### src/rtl/pipe_stage_reg.sv
// Pipeline stage register: valid/ready handshake, synchronous flush, control zeroed on bubbles.
// Define PIPE_STAGE_SKID_EN for a skid entry and a registered in_ready.
module pipe_stage_reg #(
  parameter int unsigned CTRL_W = 16,
  parameter int unsigned DATA_W = 134,
  parameter int unsigned CNT_W  = 16
) (
  input  logic              clk,
  input  logic              rst,
  input  logic              in_valid,
  output logic              in_ready,
  input  logic [CTRL_W-1:0] in_ctrl,
  input  logic [DATA_W-1:0] in_data,
  input  logic              flush,
  output logic              out_valid,
  input  logic              out_ready,
  output logic [CTRL_W-1:0] out_ctrl,
  output logic [DATA_W-1:0] out_data,
  output logic [CNT_W-1:0]  stall_cnt
);

  logic              m_v_q, m_v_d;
  logic [CTRL_W-1:0] m_ctrl_q, m_ctrl_d;
  logic [DATA_W-1:0] m_data_q, m_data_d;
  logic [CNT_W-1:0]  cnt_q, cnt_d;
  logic              in_fire_c, out_fire_c;

`ifdef PIPE_STAGE_SKID_EN
  logic              s_v_q, s_v_d;
  logic [CTRL_W-1:0] s_ctrl_q, s_ctrl_d;
  logic [DATA_W-1:0] s_data_q, s_data_d;
  logic              in_ready_q, in_ready_d;

  assign in_ready = in_ready_q;
`else
  assign in_ready = !m_v_q | out_ready;
`endif

  assign in_fire_c  = in_valid & in_ready;
  assign out_fire_c = m_v_q & out_ready;

  assign out_valid = m_v_q;
  assign out_data  = m_data_q;
  assign out_ctrl  = m_ctrl_q & {CTRL_W{m_v_q}};
  assign stall_cnt = cnt_q;

  // Next-state: EMPTY/ONE/TWO are encoded directly by the entry valid bits.
  always_comb begin
    m_v_d    = m_v_q;
    m_ctrl_d = m_ctrl_q;
    m_data_d = m_data_q;
`ifdef PIPE_STAGE_SKID_EN
    s_v_d    = s_v_q;
    s_ctrl_d = s_ctrl_q;
    s_data_d = s_data_q;
`endif
    if (flush) begin
      m_v_d = 1'b0;
`ifdef PIPE_STAGE_SKID_EN
      s_v_d = 1'b0;
`endif
    end else if (!m_v_q) begin
      if (in_fire_c) begin
        m_v_d    = 1'b1;
        m_ctrl_d = in_ctrl;
        m_data_d = in_data;
      end
`ifdef PIPE_STAGE_SKID_EN
    end else if (s_v_q) begin
      if (out_fire_c) begin
        m_ctrl_d = s_ctrl_q;
        m_data_d = s_data_q;
        s_v_d    = 1'b0;
      end
    end else if (in_fire_c && !out_fire_c) begin
      s_v_d    = 1'b1;
      s_ctrl_d = in_ctrl;
      s_data_d = in_data;
`endif
    end else if (in_fire_c) begin
      m_ctrl_d = in_ctrl;
      m_data_d = in_data;
    end else if (out_fire_c) begin
      m_v_d = 1'b0;
    end

`ifdef PIPE_STAGE_SKID_EN
    in_ready_d = !(m_v_d & s_v_d);
`endif

    cnt_d = cnt_q;
    if (m_v_q && !out_ready && (cnt_q != {CNT_W{1'b1}})) begin
      cnt_d = cnt_q + CNT_W'(1);
    end
  end

  always_ff @(posedge clk or posedge rst) begin
    if (rst) begin
      m_v_q      <= 1'b0;
      m_ctrl_q   <= '0;
      m_data_q   <= '0;
      cnt_q      <= '0;
`ifdef PIPE_STAGE_SKID_EN
      s_v_q      <= 1'b0;
      s_ctrl_q   <= '0;
      s_data_q   <= '0;
      in_ready_q <= 1'b1;
`endif
    end else begin
      m_v_q      <= m_v_d;
      m_ctrl_q   <= m_ctrl_d;
      m_data_q   <= m_data_d;
      cnt_q      <= cnt_d;
`ifdef PIPE_STAGE_SKID_EN
      s_v_q      <= s_v_d;
      s_ctrl_q   <= s_ctrl_d;
      s_data_q   <= s_data_d;
      in_ready_q <= in_ready_d;
`endif
    end
  end

endmodule

### config.mk
export PLATFORM = sky130hd
export DESIGN_NAME = pipe_stage_reg
export DESIGN_NICKNAME = d
export VERILOG_FILES = /design/src/rtl/pipe_stage_reg.sv
export SDC_FILE = /design/constraint.sdc
export NUM_CORES = 1
export LEC_CHECK = 0
export CORE_ASPECT_RATIO = 1.1
export CORE_UTILIZATION = 40
export DETAILED_ROUTE_END_ITERATION = 10
export HOLD_SLACK_MARGIN = 0.05
export PLACE_DENSITY = 0.88
export SKIP_LAST_GASP = 1
export SYNTH_ARGS = -nofsm -noshare
export SYNTH_HDL_FRONTEND = slang
export SYNTH_SLANG_ARGS = --single-unit
### constraint.sdc
create_clock -name clk -period 6.98 [get_ports clk]
set_clock_uncertainty 0.2 [all_clocks]
set_input_delay 1.396 -clock clk [delete_from_list [all_inputs] [get_ports clk]]
set_output_delay 1.396 -clock clk [all_outputs]
set_load 0.01 [all_outputs]
==> results of run 1 <==
-- synthesized netlist by cell type --
cell,n
or2_2,1
xnor2_1,4
clkbuf_1,1
ha_1,1
buf_4,2
nor3b_1,1
and3_1,2
inv_1,3
nand4_1,6
nor3_1,3
nand4_2,1
or3_1,1
and2_1,16
nor2_1,4
xor2_1,9
mux2_4,1
nor2_2,1
mux2_2,51
nand3_1,6
nor4_4,1
nor3b_4,1
o21ai_0,2
buf_2,5
nor4b_2,1
mux2_1,100
buf_6,10
nand2_1,4
o311a_1,1
and2b_1,1
nor4_1,1
dfrtp_1,167
-- path summary, 6_finish.rpt --
kind / from / end / slack (ns) / cells after the start
setup / recovery: out_ready / in_ready / 2.56 / 4
max in group asynchronous: rst / out_data[37] / 3.89 / 3
hold reg to reg: m_ctrl_q[6] / m_ctrl_q[6] / 0.28 / 1
hold / removal: m_ctrl_q[6] / m_ctrl_q[6] / 0.28 / 1
setup reg to reg: out_valid / out_data[11] / 4.27 / 4
min in group asynchronous: rst / out_data[46] / 1.41 / 2
-- worst max-delay path: cells and delay by family --
kind / cells / cell delay, ns
AND/OR/NAND/NOR: 1 / 0.27
buffers and inverters: 3 / 1.16
-- layout make-up --
class	instances	share of cell area
inverters	3	0.00155
well taps	200	0.0238
clock inverters	12	0.0157
flip-flops and latches	167	0.398
repair buffers	325	0.309
multi-input cells	220	0.209
clock buffers	20	0.0426
-- cells in the final DEF, fill, tap and decap left out, types with 2 or more instances in the layout --
master,instances
nand4_1,6
xnor2_1,4
dfrtp_1,167
nand3_1,6
clkinvlp_4,2
mux2_1,100
and2_1,16
and3_1,2
nand2_1,4
xor2_1,9
clkinv_4,2
bufinv_16,3
mux2_2,51
nor3_1,3
nor2_1,4
inv_6,4
clkbuf_1,2
o21ai_0,2
inv_1,2
buf_4,3
clkdlybuf4s50_1,322
clkbuf_16,17
-- metrics by stage --
stage / hold WS (ns) / worst slack [ns] / total power [W]
6_report: 0.281 / 2.56 / 0.00290
5_1_grt: 0.300 / 2.50 / 0.00303
4_1_cts: 0.287 / 2.55 / 0.00294
3_5_place_dp: 0.272 / 2.56 / 0.00195
3_3_place_gp: 0.262 / 2.56 / 0.00192
2_1_floorplan: 0.250 / 0.866 / 0.00149
-- logic make-up (layout without fill, tap and decap cells) --
kind of cell             Yosys count  count (layout)
XOR/XNOR                          13              13
AND/OR/NAND/NOR                   51              51
AO/OA/AOI/OAI                      3               3
adder cells (fa/ha/maj)            1               1
buffers and inverters             21             360
multiplexers                     152             152
flip-flops                       167             167
-- routing by layer --
layer / GRT usage / vias to the layer above / share of wire
met5: 0 / - / 0
met4: 0.0952 / 0 / 0.033
met3: 0.0742 / 39 / 0.092
met2: 0.353 / 218 / 0.51
met1: 0.208 / 2221 / 0.36
li1: - / 2086 / -
-- power by group through the flow --
| stage | sequential, W | combinational [W] | clock (W) |
|---|---|---|---|
| 2_1_floorplan | 0.00130 | 0.000187 | 0 |
| 3_3_place_gp | 0.00123 | 0.000686 | 0 |
| 3_5_place_dp | 0.00125 | 0.000707 | 0 |
| 4_1_cts | 0.00123 | 0.000711 | 0.000992 |
| 5_1_grt | 0.00125 | 0.000750 | 0.00103 |
| 6_report | 0.00123 | 0.000701 | 0.000972 |
-- state kept, by name, summed over array words and instances, names as in the netlist --
register and cells:
out_valid 1, out_data 134, stall_cnt 16, m_ctrl_q 16
==> impl_metrics.py, run 1 <==
metrics = {
    "finish": {
        "nets": 890,
        "drive_above_1_share": 0.123,
        "syn2layout_area_growth_pct": 60.5,
        "antennaDiodeCount": 0,
        "layout.area.seq_um2": 4180,
        "multiInputGateArea_um2": 2190,
        "post_layout_nonfiller_instances": 947,
        "final_util": 0.662,
        "fillers": 1128,
        "fin_area_um2": 10500,
    },
    "synth": {
        "synth_compound_area_frac": 0.00306,
        "synth-adder-area-share": 0.00191,
        "synth_cells": 408,
        "synth_simple_gate_area_frac": 0.0509,
        "syn_nets": 564,
        "synth_warnings": 0,
        "synth_area_leaders": "dfrtp_1 (64%), mux2_1 (17%), mux2_2 (8.8%), buf_6 (1.7%), and2_1 (1.5%)",
        "synthDistinctLibCells": 31,
        "synth_xor_area_frac": 0.0174,
        "synth_top_area_frac": 0.639,
        "synth_area_um2": 6540,
        "ys_seq_elements": 167,
        "synth_top_area_cell": "dfrtp_1",
        "synthMuxAreaShare": 0.262,
        "ys_seq_area_frac": 0.639,
        "synth_top_family_by_area": "multiplexers",
        "postSynthAreaPerCell_um2": 16.0,
    },
    "detailed_routing": {
        "firstDrtPassIters": 4,
        "totalWireLength_um": 16800,
        "drt-initial-drc-count": 172,
        "vias": 4564,
        "via_per_inst": 4.82,
        "post_drt_wl_per_cell_um": 17.7,
        "drc": 0,
        "ant_nets": 0,
    },
    "pwr": {
        "vdd_drop_max_mv": 0.202,
        "pwr-share-clk": 0.335,
        "leakagePower_nw": 4.38,
        "switching_share": 0.258,
        "pwr-share-comb": 0.241,
        "pwr_density_cell_nw_per_um2": 277,
        "p_switching_w": 0.000748,
        "seqPwrFrac": 0.424,
        "p_int_w": 0.00216,
    },
    "clock_tree": {
        "clkSinkCount": 167,
        "postCtsSetupBuffers": 0,
        "hold_buffers": 0,
        "cts_buffers": 17,
        "cts_buffer_depth": 2,
        "clockRootBuffer": "clkbuf_16",
        "htreeDepth": 4,
        "cts_resized": 0,
        "insertion_delay_ns": 0.42,
        "path_clk_slew_ns": 0.06,
        "cts_tree": "built",
    },
    "floorplanning": {
        "rows": 48,
        "die_w_um": 124,
        "core_area_um2": 15900,
        "die_area_um2": 16900,
        "die_y_um": 136,
        "io_pins": 323,
        "start_util": 0.413,
    },
    "global_routing": {
        "grt_max_degree": 119,
        "track_usage": 0.200,
        "grt_pass1_wl_um": 25300,
        "gr-total-overflow": 0,
        "antenna_found_initial": 0,
        "grt_pass1_vias": 4990,
    },
    "worst_setup_path": {
        "cp.required_ns": 5.38,
        "slowest_stage": "clkdlybuf4s50_1",
        "end_kind": "primary output",
        "crit_fanout": 7,
        "cp_cell_sequence": "clkdlybuf4s50_1 -> and2b_1 -> inv_1 -> clkdlybuf4s50_1",
        "max_stage_delay_ns": 0.57,
        "critPathMostFrequentCell": "clkdlybuf4s50_1",
        "critPathKind": "in2out",
        "cp.arrival_ns": 2.83,
        "start_kind": "input pin",
    },
    "timing": {
        "setup_violations": 0,
        "maxSlewViolCount": 0,
        "period_share": 0.634,
        "setup_tns_ns": 0,
        "worst_pin_slew_ns": 1.03,
        "slew_headroom": 0.314,
        "clock.fmax_ghz": 0.226,
        "finalCriticalPeriod_ns": 4.42,
        "rsz0062_at_grt": "no",
        "hold_viol": 0,
    },
    "job": {
        "max-cap-violations": 0,
    },
    "placed_design": {
        "gp_congestion": 0.737,
        "numPortBuffers": 322,
        "dpl_cell_area_um2": 9890,
        "place_hpwl_um": 12400,
        "placed_cells": 915,
    },
    "hold_path": {
        "holdCritPathClass": "reg2reg",
    },
    "outcome": {
        "status": "finished, final reports clean",
    },
}
(Power assumes the default switching activity.)
==> run 2: changes to the inputs <==
--- a/config.mk
+++ b/config.mk
@@ -6,10 +6,10 @@
 export NUM_CORES = 1
 export LEC_CHECK = 0
 export CORE_ASPECT_RATIO = 1.1
-export CORE_UTILIZATION = 40
+export CORE_UTILIZATION = 37
 export DETAILED_ROUTE_END_ITERATION = 10
 export HOLD_SLACK_MARGIN = 0.05
-export PLACE_DENSITY = 0.88
+export PLACE_DENSITY = 0.85
 export SKIP_LAST_GASP = 1
 export SYNTH_ARGS = -nofsm -noshare
 export SYNTH_HDL_FRONTEND = slang
==> constraint.sdc (replaced) <==
create_clock -name clk -period 3.75 [get_ports clk]
set_clock_uncertainty 0.2 [all_clocks]
set_input_delay 0.75 -clock clk [delete_from_list [all_inputs] [get_ports clk]]
set_output_delay 0.75 -clock clk [all_outputs]
set_load 0.01 [all_outputs]
==> impl_metrics.py, run 2 (same netlist as run 1, synthesis figures left out) <==
metrics = {
    "outcome": {
        "status": "finished, final reports clean",
    },
    "worst_setup_path": {
        "crit_fanout": 7,
        "critPathKind": "in2out",
        "cp.arrival_ns": 2.17,
        "max_stage_delay_ns": 0.55,
        "cp_cell_sequence": "clkdlybuf4s50_1 -> and2b_1 -> inv_1 -> clkdlybuf4s50_1",
        "critPathMostFrequentCell": "clkdlybuf4s50_1",
        "start_kind": "input pin",
        "cp.required_ns": 2.80,
        "end_kind": "primary output",
        "slowest_stage": "clkdlybuf4s50_1",
    },
    "finish": {
        "nets": 891,
        "layout_commonest_cell": "clkdlybuf4s50_1",
        "drive_above_1_share": 0.127,
        "post_layout_nonfiller_instances": 982,
        "final_cell_mix": "clkdlybuf4s50_1 (322), dfrtp_1 (167), mux2_1 (100)",
        "largest_register_ffs": 134,
        "fin_area_um2": 10600,
        "antennaDiodeCount": 0,
        "syn2layout_area_growth_pct": 62.1,
    },
    "detailed_routing": {
        "post_drt_wl_per_cell_um": 17.1,
        "drc": 0,
        "totalWireLength_um": 16800,
        "via_per_inst": 4.72,
        "route.top_layer_used": "met4",
        "m1WireLength_um": 6110,
        "ant_nets": 0,
        "wl_met2_um": 9000,
        "firstDrtPassIters": 4,
        "wl_met3_um": 1350,
        "vias": 4634,
        "drt-initial-drc-count": 99,
    },
    "placed_design": {
        "place_hpwl_um": 12600,
        "placed_cells": 950,
        "gp_congestion": 0.818,
        "dpl_cell_area_um2": 9980,
        "numPortBuffers": 322,
    },
    "timing": {
        "maxSlewViolCount": 0,
        "finalCriticalPeriod_ns": 3.12,
        "period_share": 0.833,
        "setup_tns_ns": 0,
        "clock.fmax_ghz": 0.320,
        "holdWs_ns": 0.284,
        "worst_pin_slew_ns": 0.562,
        "slew_headroom": 0.622,
        "hold_viol": 0,
        "setup_violations": 0,
        "rsz0062_at_grt": "no",
    },
    "floorplanning": {
        "rows": 50,
        "io_pins": 323,
        "die_y_um": 141,
        "die_w_um": 129,
        "core_area_um2": 17100,
        "die_area_um2": 18200,
        "start_util": 0.382,
    },
    "global_routing": {
        "grt_pass1_wl_um": 25800,
        "grt_max_degree": 90,
        "track_usage": 0.185,
        "gr-total-overflow": 0,
        "grt_pass1_vias": 5000,
        "antenna_found_initial": 0,
    },
    "clock_tree": {
        "path_clk_slew_ns": 0.07,
        "cts_tree": "built",
        "htreeDepth": 4,
        "clockRootBuffer": "clkbuf_16",
        "hold_buffers": 0,
        "postCtsSetupBuffers": 0,
        "cts_buffer_depth": 2,
        "cts_resized": 0,
        "insertion_delay_ns": 0.41,
        "clkSinkCount": 167,
        "cts_buffers": 17,
    },
    "pwr": {
        "leakagePower_nw": 4.40,
        "finalPower_w": 0.00541,
        "vdd_drop_max_mv": 0.298,
        "pwr_density_cell_nw_per_um2": 510,
    },
    "job": {
        "max-cap-violations": 0,
    },
    "hold_path": {
        "holdCritPathClass": "reg2reg",
    },
}
## run 2: changes by cell type in the layout (fill, tap and decap cells not counted), sizes merged
cell,before,now
clkbuf,20,18
clkinv,3,1
clkinvlp,2,3
bufinv,3,2
buf,3,4
inv,7,11
## run 2: layout make-up
type | count | area (µm²)
clock buffer | 18 | 439
clock inverter | 14 | 178
fill | 1308 | 6540
inverter | 3 | 15.0
multi-input combinational | 220 | 2190
sequential | 167 | 4180
tap | 234 | 293
timing repair buffer | 326 | 3300
## run 2: stage by stage
| stage | util | worst slack, ns |
|---|---|---|
| after floorplan | - | 0.673 |
| after global placement | 0.582 | 0.656 |
| after detailed placement | 0.582 | 0.645 |
| after CTS | 0.618 | 0.636 |
| after global routing | 0.618 | 0.566 |
| final | 0.618 | 0.626 |
## run 2: critical path: cells and delay by family
kind,cells,cell delay [ns]
simple gates,1,0.27
buf+inv,3,1.16
## run 2: worst paths after layout
check	from	to	slack, ns	depth (start not counted)
max	out_ready	in_ready	0.63	4
min	m_ctrl_q[6]	m_ctrl_q[6]	0.28	1
max reg2reg	out_valid	out_data[29]	1.33	4
min reg2reg	m_ctrl_q[6]	m_ctrl_q[6]	0.28	1
max in group asynchronous	rst	out_data[85]	2.00	3
min in group asynchronous	rst	out_data[131]	0.52	2
## run 2: routing by layer
| metal | global-route usage | vias to the layer above |
|---|---|---|
| met4 | 0.0681 | 0 |
| met3 | 0.0603 | 30 |
| met2 | 0.336 | 206 |
| met5 | 0 | - |
| li1 | - | 2097 |
| met1 | 0.198 | 2301 |
## run 2: where the power goes
group | switching [W] | leakage [nW] | internal [W]
clock | 0.000780 | 0.299 | 0.00103
combinational | 0.000469 | 2.11 | 0.000836
sequential | 0.000188 | 1.99 | 0.00210
==> run 3: changes to the inputs <==
--- a/config.mk
+++ b/config.mk
@@ -6,10 +6,10 @@
 export NUM_CORES = 1
 export LEC_CHECK = 0
 export CORE_ASPECT_RATIO = 1.1
-export CORE_UTILIZATION = 37
+export CORE_UTILIZATION = 40
 export DETAILED_ROUTE_END_ITERATION = 10
 export HOLD_SLACK_MARGIN = 0.05
-export PLACE_DENSITY = 0.85
+export PLACE_DENSITY = 0.88
 export SKIP_LAST_GASP = 1
 export SYNTH_ARGS = -nofsm -noshare
 export SYNTH_HDL_FRONTEND = slang
==> constraint.sdc (replaced) <==
create_clock -name clk -period 2.91 [get_ports clk]
set_clock_uncertainty 0.2 [all_clocks]
set_input_delay 0.582 -clock clk [delete_from_list [all_inputs] [get_ports clk]]
set_output_delay 0.582 -clock clk [all_outputs]
set_load 0.01 [all_outputs]
==> impl_metrics.py, run 3 (same netlist as run 1, synthesis figures left out) <==
metrics = {
    "hold_path": {
        "holdCritPathClass": "reg2reg",
    },
    "detailed_routing": {
        "post_drt_wl_per_cell_um": 17.9,
        "ant_nets": 0,
        "drt-initial-drc-count": 150,
        "via_per_inst": 4.80,
        "drc": 0,
        "vias": 4622,
        "totalWireLength_um": 17200,
        "firstDrtPassIters": 4,
    },
    "timing": {
        "rsz0062_at_grt": "no",
        "setup_violations": 0,
        "setup_tns_ns": 0,
        "slew_headroom": 0.579,
        "period_share": 0.934,
        "finalCriticalPeriod_ns": 2.72,
        "clock.fmax_ghz": 0.368,
        "worst_pin_slew_ns": 0.630,
        "maxSlewViolCount": 0,
        "hold_viol": 0,
    },
    "finish": {
        "fillers": 1114,
        "final_cell_mix": "clkdlybuf4s50_1 (322), dfrtp_1 (167), mux2_1 (100)",
        "multiInputGateArea_um2": 2190,
        "nets": 905,
        "post_layout_nonfiller_instances": 962,
        "largest_register_ffs": 134,
        "syn2layout_area_growth_pct": 63.7,
        "layout_commonest_cell": "clkdlybuf4s50_1",
        "antennaDiodeCount": 0,
        "drive_above_1_share": 0.142,
        "layout.area.seq_um2": 4180,
    },
    "worst_setup_path": {
        "r2r_slack_ns": 0.84,
        "end_kind": "primary output",
        "cp.required_ns": 2.13,
        "crit_fanout": 3,
        "cp.arrival_ns": 1.94,
        "start_kind": "input pin",
        "critPathKind": "in2out",
    },
    "placed_design": {
        "place_hpwl_um": 13200,
        "numPortBuffers": 322,
        "placed_cells": 930,
        "gp_congestion": 0.767,
    },
    "clock_tree": {
        "hold_buffers": 0,
        "cts_buffers": 17,
        "cts_buffer_depth": 2,
        "insertion_delay_ns": 0.42,
        "htreeDepth": 4,
        "path_clk_slew_ns": 0.06,
        "clkSinkCount": 167,
        "clockRootBuffer": "clkbuf_16",
        "cts_resized": 0,
        "postCtsSetupBuffers": 0,
        "cts_tree": "built",
    },
    "pwr": {
        "pwr_density_cell_nw_per_um2": 662,
        "vdd_drop_max_mv": 0.389,
        "leakagePower_nw": 4.48,
    },
    "floorplanning": {
        "start_util": 0.413,
        "die_area_um2": 16900,
        "die_y_um": 136,
        "rows": 48,
        "core_area_um2": 15900,
        "die_w_um": 124,
        "io_pins": 323,
    },
    "global_routing": {
        "grt_pass1_vias": 4996,
        "antenna_found_initial": 0,
        "gr-total-overflow": 0,
        "track_usage": 0.205,
        "grt_max_degree": 71,
        "grt_pass1_wl_um": 25700,
    },
    "job": {
        "max-cap-violations": 0,
    },
    "outcome": {
        "status": "finished, final reports clean",
    },
}
## run 3: changes by cell type in the layout (fill, tap and decap cells not counted), sizes merged
cell    change
buf        +14
bufinv      +2
clkbuf      +1
clkinv      +2
inv         -5
## run 3: worst paths after layout
kind | startpoint | end | depth (start not counted)
setup / recovery | out_ready | in_ready | 4
hold / removal | out_data[82] | out_data[82] | 1
setup reg to reg | out_valid | out_data[49] | 6
hold reg to reg | out_data[82] | out_data[82] | 1
max in group asynchronous | rst | out_data[26] | 3
min in group asynchronous | rst | out_data[27] | 2
## run 3: stage by stage
step / utilization / instance area (µm²) / hold WS, ns / setup slack, ns / power (W)
after CTS: 0.675 / 10700 / 0.288 / 0.205 / 0.00717
after global placement: 0.635 / 10100 / 0.263 / 0.195 / 0.00464
final: 0.675 / 10700 / 0.286 / 0.191 / 0.00709
after detailed placement: 0.635 / 10100 / 0.274 / 0.158 / 0.00473
after global routing: 0.675 / 10700 / 0.304 / 0.161 / 0.00739
after floorplan: - / 6550 / 0.250 / 0.00125 / 0.00357
## run 3: layer usage
| metal | routed length [µm] | track usage |
|---|---|---|
| met3 | 1620 | 0.0772 |
| met4 | 258 | 0.0761 |
| met5 | 0 | 0 |
| met1 | 6100 | 0.209 |
| met2 | 9250 | 0.376 |
## run 3: critical path, stage by stage
cell             delay [ns]
clkdlybuf4s50_1        0.46
and2b_1                0.19
inv_1                  0.12
clkdlybuf4s50_1        0.59
## run 3: report_power, final
part	leakage, nW	total [W]	internal [W]	switching (W)
clock	0.308	0.00242	0.00148	0.000945
sequential	1.99	0.00295	0.00271	0.000241
combinational	2.18	0.00172	0.00109	0.000625
total	4.48	0.00709	0.00528	0.00181
## run 3: cell type report
class | count | area share
clock buffer | 19 | 0.0414
clock inverter | 13 | 0.0181
inverter | 3 | 0.00140
multi-input combinational | 220 | 0.205
sequential | 167 | 0.390
tap | 200 | 0.0234
timing repair buffer | 340 | 0.321
